===== config.mk =====
export PLATFORM = sky130hd
export DESIGN_NAME = bus_handshake_top
export DESIGN_NICKNAME = d
export VERILOG_FILES = /design/src/rtl/bus_hs_pkg.sv /design/src/rtl/hs_master.sv /design/src/rtl/hs_slave.sv /design/src/rtl/bus_handshake_top.sv
export SDC_FILE = /design/constraint.sdc
export NUM_CORES = 1
export LEC_CHECK = 0
export BUFFER_PORTS_ARGS = -buffer_cell sky130_fd_sc_hd__buf_4
export CAP_MARGIN = 20
export CORE_MARGIN = 2
export CORE_UTILIZATION = 49
export CTS_CLUSTER_SIZE = 16
export DETAILED_ROUTE_END_ITERATION = 7
export GPL_ROUTABILITY_DRIVEN = 0
export HOLD_SLACK_MARGIN = 0.03
export PLACE_DENSITY = 0.87
export SYNTH_ARGS = -nofsm -noshare
export SYNTH_HDL_FRONTEND = slang
export SYNTH_SLANG_ARGS = --single-unit

===== constraint.sdc =====
create_clock -name sys_clk -period 1.8 [get_ports sys_clk]
set_input_delay 0.18 -clock sys_clk [delete_from_list [all_inputs] [get_ports sys_clk]]
set_output_delay 0.18 -clock sys_clk [all_outputs]
set_load 0.01 [all_outputs]

===== src/rtl/bus_hs_pkg.sv =====
// Shared defaults and types for the valid/ready bus demonstration link.
package bus_hs_pkg;
  localparam int DATA_W_DEF = 3;
  localparam int CNT_W_DEF  = 8;

  typedef logic [DATA_W_DEF-1:0] data_t;
endpackage


===== src/rtl/hs_master.sv =====
// Source stage: one-word register driving the bus, with combinational in_ready
// so a new word can load in the same cycle the current one transfers.
module hs_master
  import bus_hs_pkg::*;
#(
  parameter int DATA_W = DATA_W_DEF
) (
  input  logic              clk,
  input  logic              rst,
  input  logic [DATA_W-1:0] data_in,
  input  logic              valid_in,
  input  logic              bus_ready,
  output logic              in_ready,
  output logic              bus_valid,
  output logic [DATA_W-1:0] bus_data
);

  logic              bus_valid_d, bus_valid_q;
  logic [DATA_W-1:0] bus_data_d, bus_data_q;

  always_comb begin
    in_ready    = !bus_valid_q || bus_ready;
    bus_valid_d = bus_valid_q;
    bus_data_d  = bus_data_q;
    // Load takes priority so a transfer plus a new word keeps the bus full.
    if (valid_in && in_ready) begin
      bus_valid_d = 1'b1;
      bus_data_d  = data_in;
    end else if (bus_valid_q && bus_ready) begin
      bus_valid_d = 1'b0;
    end
  end

  always_ff @(posedge clk or posedge rst) begin
    if (rst) begin
      bus_valid_q <= 1'b0;
      bus_data_q  <= '0;
    end else begin
      bus_valid_q <= bus_valid_d;
      bus_data_q  <= bus_data_d;
    end
  end

  assign bus_valid = bus_valid_q;
  assign bus_data  = bus_data_q;

endmodule


===== src/rtl/hs_slave.sv =====
// Sink stage: captures each transferred bus word, pulses data_out_vld and
// counts completed transfers (wrapping counter).
module hs_slave
  import bus_hs_pkg::*;
#(
  parameter int DATA_W = DATA_W_DEF,
  parameter int CNT_W  = CNT_W_DEF
) (
  input  logic              clk,
  input  logic              rst,
  input  logic              bus_valid,
  input  logic              bus_ready,
  input  logic [DATA_W-1:0] bus_data,
  output logic [DATA_W-1:0] data_out,
  output logic              data_out_vld,
  output logic [CNT_W-1:0]  xfer_cnt
);

  logic              xfer;
  logic [DATA_W-1:0] data_out_d, data_out_q;
  logic              data_out_vld_d, data_out_vld_q;
  logic [CNT_W-1:0]  xfer_cnt_d, xfer_cnt_q;

  always_comb begin
    xfer           = bus_valid && bus_ready;
    data_out_d     = data_out_q;
    data_out_vld_d = 1'b0;
    xfer_cnt_d     = xfer_cnt_q;
    if (xfer) begin
      data_out_d     = bus_data;
      data_out_vld_d = 1'b1;
      xfer_cnt_d     = xfer_cnt_q + CNT_W'(1);
    end
  end

  always_ff @(posedge clk or posedge rst) begin
    if (rst) begin
      data_out_q     <= '0;
      data_out_vld_q <= 1'b0;
      xfer_cnt_q     <= '0;
    end else begin
      data_out_q     <= data_out_d;
      data_out_vld_q <= data_out_vld_d;
      xfer_cnt_q     <= xfer_cnt_d;
    end
  end

  assign data_out     = data_out_q;
  assign data_out_vld = data_out_vld_q;
  assign xfer_cnt     = xfer_cnt_q;

endmodule


===== src/rtl/bus_handshake_top.sv =====
// Valid/ready link: hs_master feeds hs_slave over an internal bus whose ready
// is the downstream ready_in; bus and sink signals are exposed for observation.
module bus_handshake_top
  import bus_hs_pkg::*;
#(
  parameter int DATA_W = DATA_W_DEF,
  parameter int CNT_W  = CNT_W_DEF
) (
  input  logic              sys_clk,
  input  logic              sys_rst,
  input  logic [DATA_W-1:0] data_in,
  input  logic              valid_in,
  input  logic              ready_in,
  output logic              in_ready,
  output logic              bus_valid,
  output logic [DATA_W-1:0] bus_data,
  output logic              bus_ready,
  output logic [DATA_W-1:0] data_out,
  output logic              data_out_vld,
  output logic [CNT_W-1:0]  xfer_cnt
);

  assign bus_ready = ready_in;

  hs_master #(.DATA_W(DATA_W)) u_master (
    .clk       (sys_clk),
    .rst       (sys_rst),
    .data_in   (data_in),
    .valid_in  (valid_in),
    .bus_ready (bus_ready),
    .in_ready  (in_ready),
    .bus_valid (bus_valid),
    .bus_data  (bus_data)
  );

  hs_slave #(.DATA_W(DATA_W), .CNT_W(CNT_W)) u_slave (
    .clk          (sys_clk),
    .rst          (sys_rst),
    .bus_valid    (bus_valid),
    .bus_ready    (bus_ready),
    .bus_data     (bus_data),
    .data_out     (data_out),
    .data_out_vld (data_out_vld),
    .xfer_cnt     (xfer_cnt)
  );

endmodule


## After elaboration in Yosys (flattened, before gate mapping)

Cells that the tools add are included.

- Reduce and logical (&&, ||, !) cells: 5
- Mux-type cells: 3
- Add/subtract/negate cells: 1

Operator list:

| kind | number |
|---|---|
| $add A8 B1 Y8 const B | 1 |
| $mux W1 | 3 |
| $logic_and A1 B1 Y1 | 2 |
| $reduce_bool A2 Y1 | 1 |
| $logic_not A1 Y1 | 1 |
| $logic_or A1 B1 Y1 | 1 |

- Logic and storage cells: 14
- Bits in registers: 16
- Output and inout bits: 18

## Longest topological paths before layout

- Depth in word-level cells: 4
- Gate-level depth with buffers: 4
- Gate-level depth less buffers: 4

## Modules after synthesis

Synthesis repeated with hierarchy kept, for this count alone.

- Cells, all modules: 47
- Area total of the unflattened synthesis: 694.4 µm²

Modules (own cells, without submodules):

| module | sequential area each (µm²) | cells each | area an instance (µm²) | times used |
|---|---|---|---|---|
| hs_slave | 300.3 | 35 | 505.5 | 1 |
| hs_master | 100.1 | 11 | 181.4 | 1 |
| bus_handshake_top | 0.0 | 1 | 7.5 | 1 |

## Worst setup path after synthesis

No wires, ideal clock.

- Kind: reg-to-reg
- Start point: register u_master.bus_valid_q, in the netlist u_master.bus_valid
- End point: register u_master.bus_data_q[0], in the netlist u_master.bus_data[0]
- Required time: 1.675 ns
- Setup slack: 0.645 ns
- Buffers on the path: 0
- Cell stages (with the launch flop): 4
- Arrival: 1.030 ns
- Cell sequence: dfrtp_1 nand2b_1 nand2_1 mux2_2

- Word-level cells in the longest chain between the ends: 3

RTL lines:

| item | RTL line | source |
|---|---|---|
| start: declaration | hs_master.sv:18 | `logic bus_valid_d, bus_valid_q;` |
| start signal: assignment | hs_master.sv:39 | `bus_valid_q <= bus_valid_d;` |
| $logic_not A1 Y1 | hs_master.sv:22 | `in_ready = !bus_valid_q \|\| bus_ready;` |
| $logic_or A1 B1 Y1 | hs_master.sv:22 |  |
| net in_ready | bus_handshake_top.sv:14 | `output logic in_ready,` |
| $logic_and A1 B1 Y1 | hs_master.sv:26 | `if (valid_in && in_ready) begin` |
| end signal: assignment | hs_master.sv:40 | `bus_data_q <= bus_data_d;` |
| end: declaration | hs_master.sv:19 | `logic [DATA_W-1:0] bus_data_d, bus_data_q;` |

The timed path passes the listed nets, and every way through them passes these cells.
A chain may end at the register's enable or synchronous reset.

## Worst setup path after layout

- Start point: register u_master.bus_valid_q, in the netlist u_master.bus_valid
- End point: output in_ready

- Word-level cells in the longest chain between the ends: 2

RTL lines:

| item | RTL line |
|---|---|
| $logic_not A1 Y1 | hs_master.sv:22 |
| $logic_or A1 B1 Y1 | hs_master.sv:22 |
| end: declaration | bus_handshake_top.sv:14 |

No other way between the ends.

==> results.sh <==
export IMPL_final_setup_viol_count=0
export IMPL_hold_path_class="in -> reg"
export IMPL_regArea_um2=400
export IMPL_grt_overflow=0
export IMPL_clock_tree_root_cell="clkbuf_4"
export IMPL_grt_usage=0.196
export IMPL_worstSetupPathType="reg -> out"
export IMPL_crit_family="flip-flops"
export IMPL_critPathMaxFanout=4
export IMPL_leakagePower_nw=0.449
export IMPL_n_antenna_cell=0
export IMPL_core_um2=1270
export IMPL_rrSetupSlack_ns=0.63
export IMPL_maxSlewHeadroom=0.599
export IMPL_yosys_area_top_type_share=0.612
export IMPL_period_needed_ns=1.17
export IMPL_viasPerCell=5.18
export IMPL_crit_chain="nand2b_1 > buf_4"
export IMPL_drc=0
export IMPL_p_per_area_nw_per_um2=1310
export IMPL_netlist_top_cells_area="dfrtp_1, mux2_2, xor2_1"
export IMPL_skew_ns=0.00437
export IMPL_die_width_um=40.5
export IMPL_antenna_found_initial=0
export IMPL_cp_data_arrival_time_ns=0.99
export IMPL_ant_nets=0
export IMPL_fmax_ghz=0.851
export IMPL_worst_pin_slew_ns=0.601
export IMPL_fillCellCount=106
export IMPL_synthArstFlopShare=1.00
export IMPL_timing_hold_ws_ns=0.0815
export IMPL_synth_common_cells="dfrtp_1, mux2_2, nand2_1"
export IMPL_drtIter0Drc=4
export IMPL_dieArea_um2=1640
export IMPL_start_kind="flip-flop"
export IMPL_numCtsBuffers=3
export IMPL_port_buffers=24
export IMPL_synth_seq_area_share=0.612
export IMPL_min_period_over_period=0.653
export IMPL_first_pass_iters=2
export IMPL_cts_tree="done"
export IMPL_maxCapViolCount=0
export IMPL_fin_tns_setup_ns=0
export IMPL_multiInputGateArea_um2=235
export IMPL_syn_inst=49
export IMPL_start_util=0.516
export IMPL_status="finished, final reports clean"
export IMPL_post_cts_buffers=0
export IMPL_synth_fp_nets=57
export IMPL_crit_path_end_kind="primary output"
export IMPL_routedWlPerCell_um=13.7
export IMPL_vias=477
export IMPL_cts_sinks=16
export IMPL_synth_most_common_cell="dfrtp_1"
export IMPL_routed_wl_mm=1.26
export IMPL_synth_area_um2=654
export IMPL_fin_nets=86
export IMPL_areaGrowthSynthToFinish_pct=36.3
export IMPL_rows=13
export IMPL_drive_above_1_share=0.506
export IMPL_cp_num_buf_inv=1
export IMPL_yosysWarnings=0
export IMPL_grt_pass1_vias=479
export IMPL_crit_slowest_cell="dfrtp_1"
export IMPL_path_clk_slew_ns=0.09
export IMPL_grt_max_degree=17
export IMPL_clk_latency_ns=0.29
export IMPL_rsz0062_at_grt="false"
export IMPL_pre_cts_slack_ns=0.638
export IMPL_synth_cell_types=15
export IMPL_synth_seq_cells=16
export IMPL_yosys_area_top_type="dfrtp_1"
export IMPL_required_ns=1.62
export IMPL_drv_slew=0
export IMPL_worst_slack_ns=0.625
export IMPL_grt_pass1_wl_mm=1.94
export IMPL_clockBufferDepth=2
export IMPL_ioPinCount=25
export IMPL_die_h_um=40.5
export IMPL_syn_avg_cell_area_um2=13.4
export IMPL_htreeDepth=1
export IMPL_slowest_delay_ns=0.44
export IMPL_synth_edf_count=0
export IMPL_ir_drop_uv=886
export IMPL_synthFlopType="dfrtp_1"
export IMPL_finalHoldViolations=0
## power breakdown
part,leakage (nW),switching [W],internal [W]
sequential,0.195,0.000105,0.000453
clock,0.0210,0.000116,0.000123
combinational,0.233,0.000160,0.000210
## sequential cells by signal (all words and copies together), names as in the netlist
register,cells
u_master.bus_data,3
u_master.bus_valid,1
u_slave.data_out,3
u_slave.data_out_vld,1
u_slave.xfer_cnt,8
## cells by family after synthesis
| kind of cell | after synthesis | synth area share |
|---|---|---|
| multiplexers | 7 | 0.120 |
| AND/OR/NAND/NOR | 14 | 0.126 |
| flip-flops | 16 | 0.612 |
| buffers and inverters | 4 | 0.0287 |
| adder cells (fa/ha/maj) | 1 | 0.0191 |
| XOR/XNOR | 7 | 0.0937 |
## worst register-to-register path, delay by kind of cell (launching register included)
kind | cells | cell delay [ns]
DFF | 1 | 0.43
muxes | 1 | 0.34
and+or+nand+nor | 1 | 0.16
buffers and inverters | 1 | 0.14
## per-stage QoR
step	total power, W	std cells	util	cell area, um^2
detailed placement	0.000938	87	0.667	846
floorplan	0.000733	49	-	654
CTS	0.00118	92	0.703	892
finish	0.00117	92	0.703	892
global route	0.00123	92	0.703	892
global placement	0.000915	87	0.667	846
## repair_timing
| item | 4_1_cts | 5_1_grt |
|---|---|---|
| hold buffers | 1 | 0 |
| hold endpoints to repair | 16 | 0 |
| resized for setup | 0 | 0 |
## area by class of cell
class	count	area share
clock buffers	4	0.0407
inverters	3	0.0126
multi-input cells	29	0.264
flip-flops and latches	16	0.449
well taps	15	0.0210
repair buffers	25	0.213
## cells in the final DEF, fill, tap and decap left out
master / n
dfrtp_1: 16
xnor2_1: 3
nor2_1: 2
buf_4: 24
dlygate4sd3_1: 1
nand2_1: 5
nand2b_1: 2
xor2_1: 4
mux2_2: 7
nand3_1: 1
nand4_1: 1
ha_1: 1
nor3_2: 2
inv_2: 1
clkbuf_8: 1
inv_1: 2
clkbuf_4: 3
nand4_2: 1
## routing by layer
metal | vias to the layer above | global-route usage | part of all wire
li1 | 215 | - | -
met1 | 238 | 0.177 | 0.37
met2 | 20 | 0.357 | 0.54
met3 | 4 | 0.0556 | 0.060
met4 | 0 | 0.150 | 0.025
met5 | - | 0 | 0
## final timing paths
| path | startpoint | end | cells past startpoint |
|---|---|---|---|
| max | u_master.bus_valid$_DFFE_PP0P_ | in_ready | 2 |
| min in group asynchronous | sys_rst | u_slave.xfer_cnt[5]$_DFFE_PP0P_ | 3 |
| min | valid_in | u_master.bus_valid$_DFFE_PP0P_ | 2 |
| max in group asynchronous | sys_rst | u_slave.xfer_cnt[3]$_DFFE_PP0P_ | 3 |
| max reg2reg | u_master.bus_valid$_DFFE_PP0P_ | u_slave.xfer_cnt[1]$_DFFE_PP0P_ | 3 |
| min reg2reg | u_slave.xfer_cnt[7]$_DFFE_PP0P_ | u_slave.xfer_cnt[7]$_DFFE_PP0P_ | 1 |
Note: power is estimated with default switching activity, not from simulation.
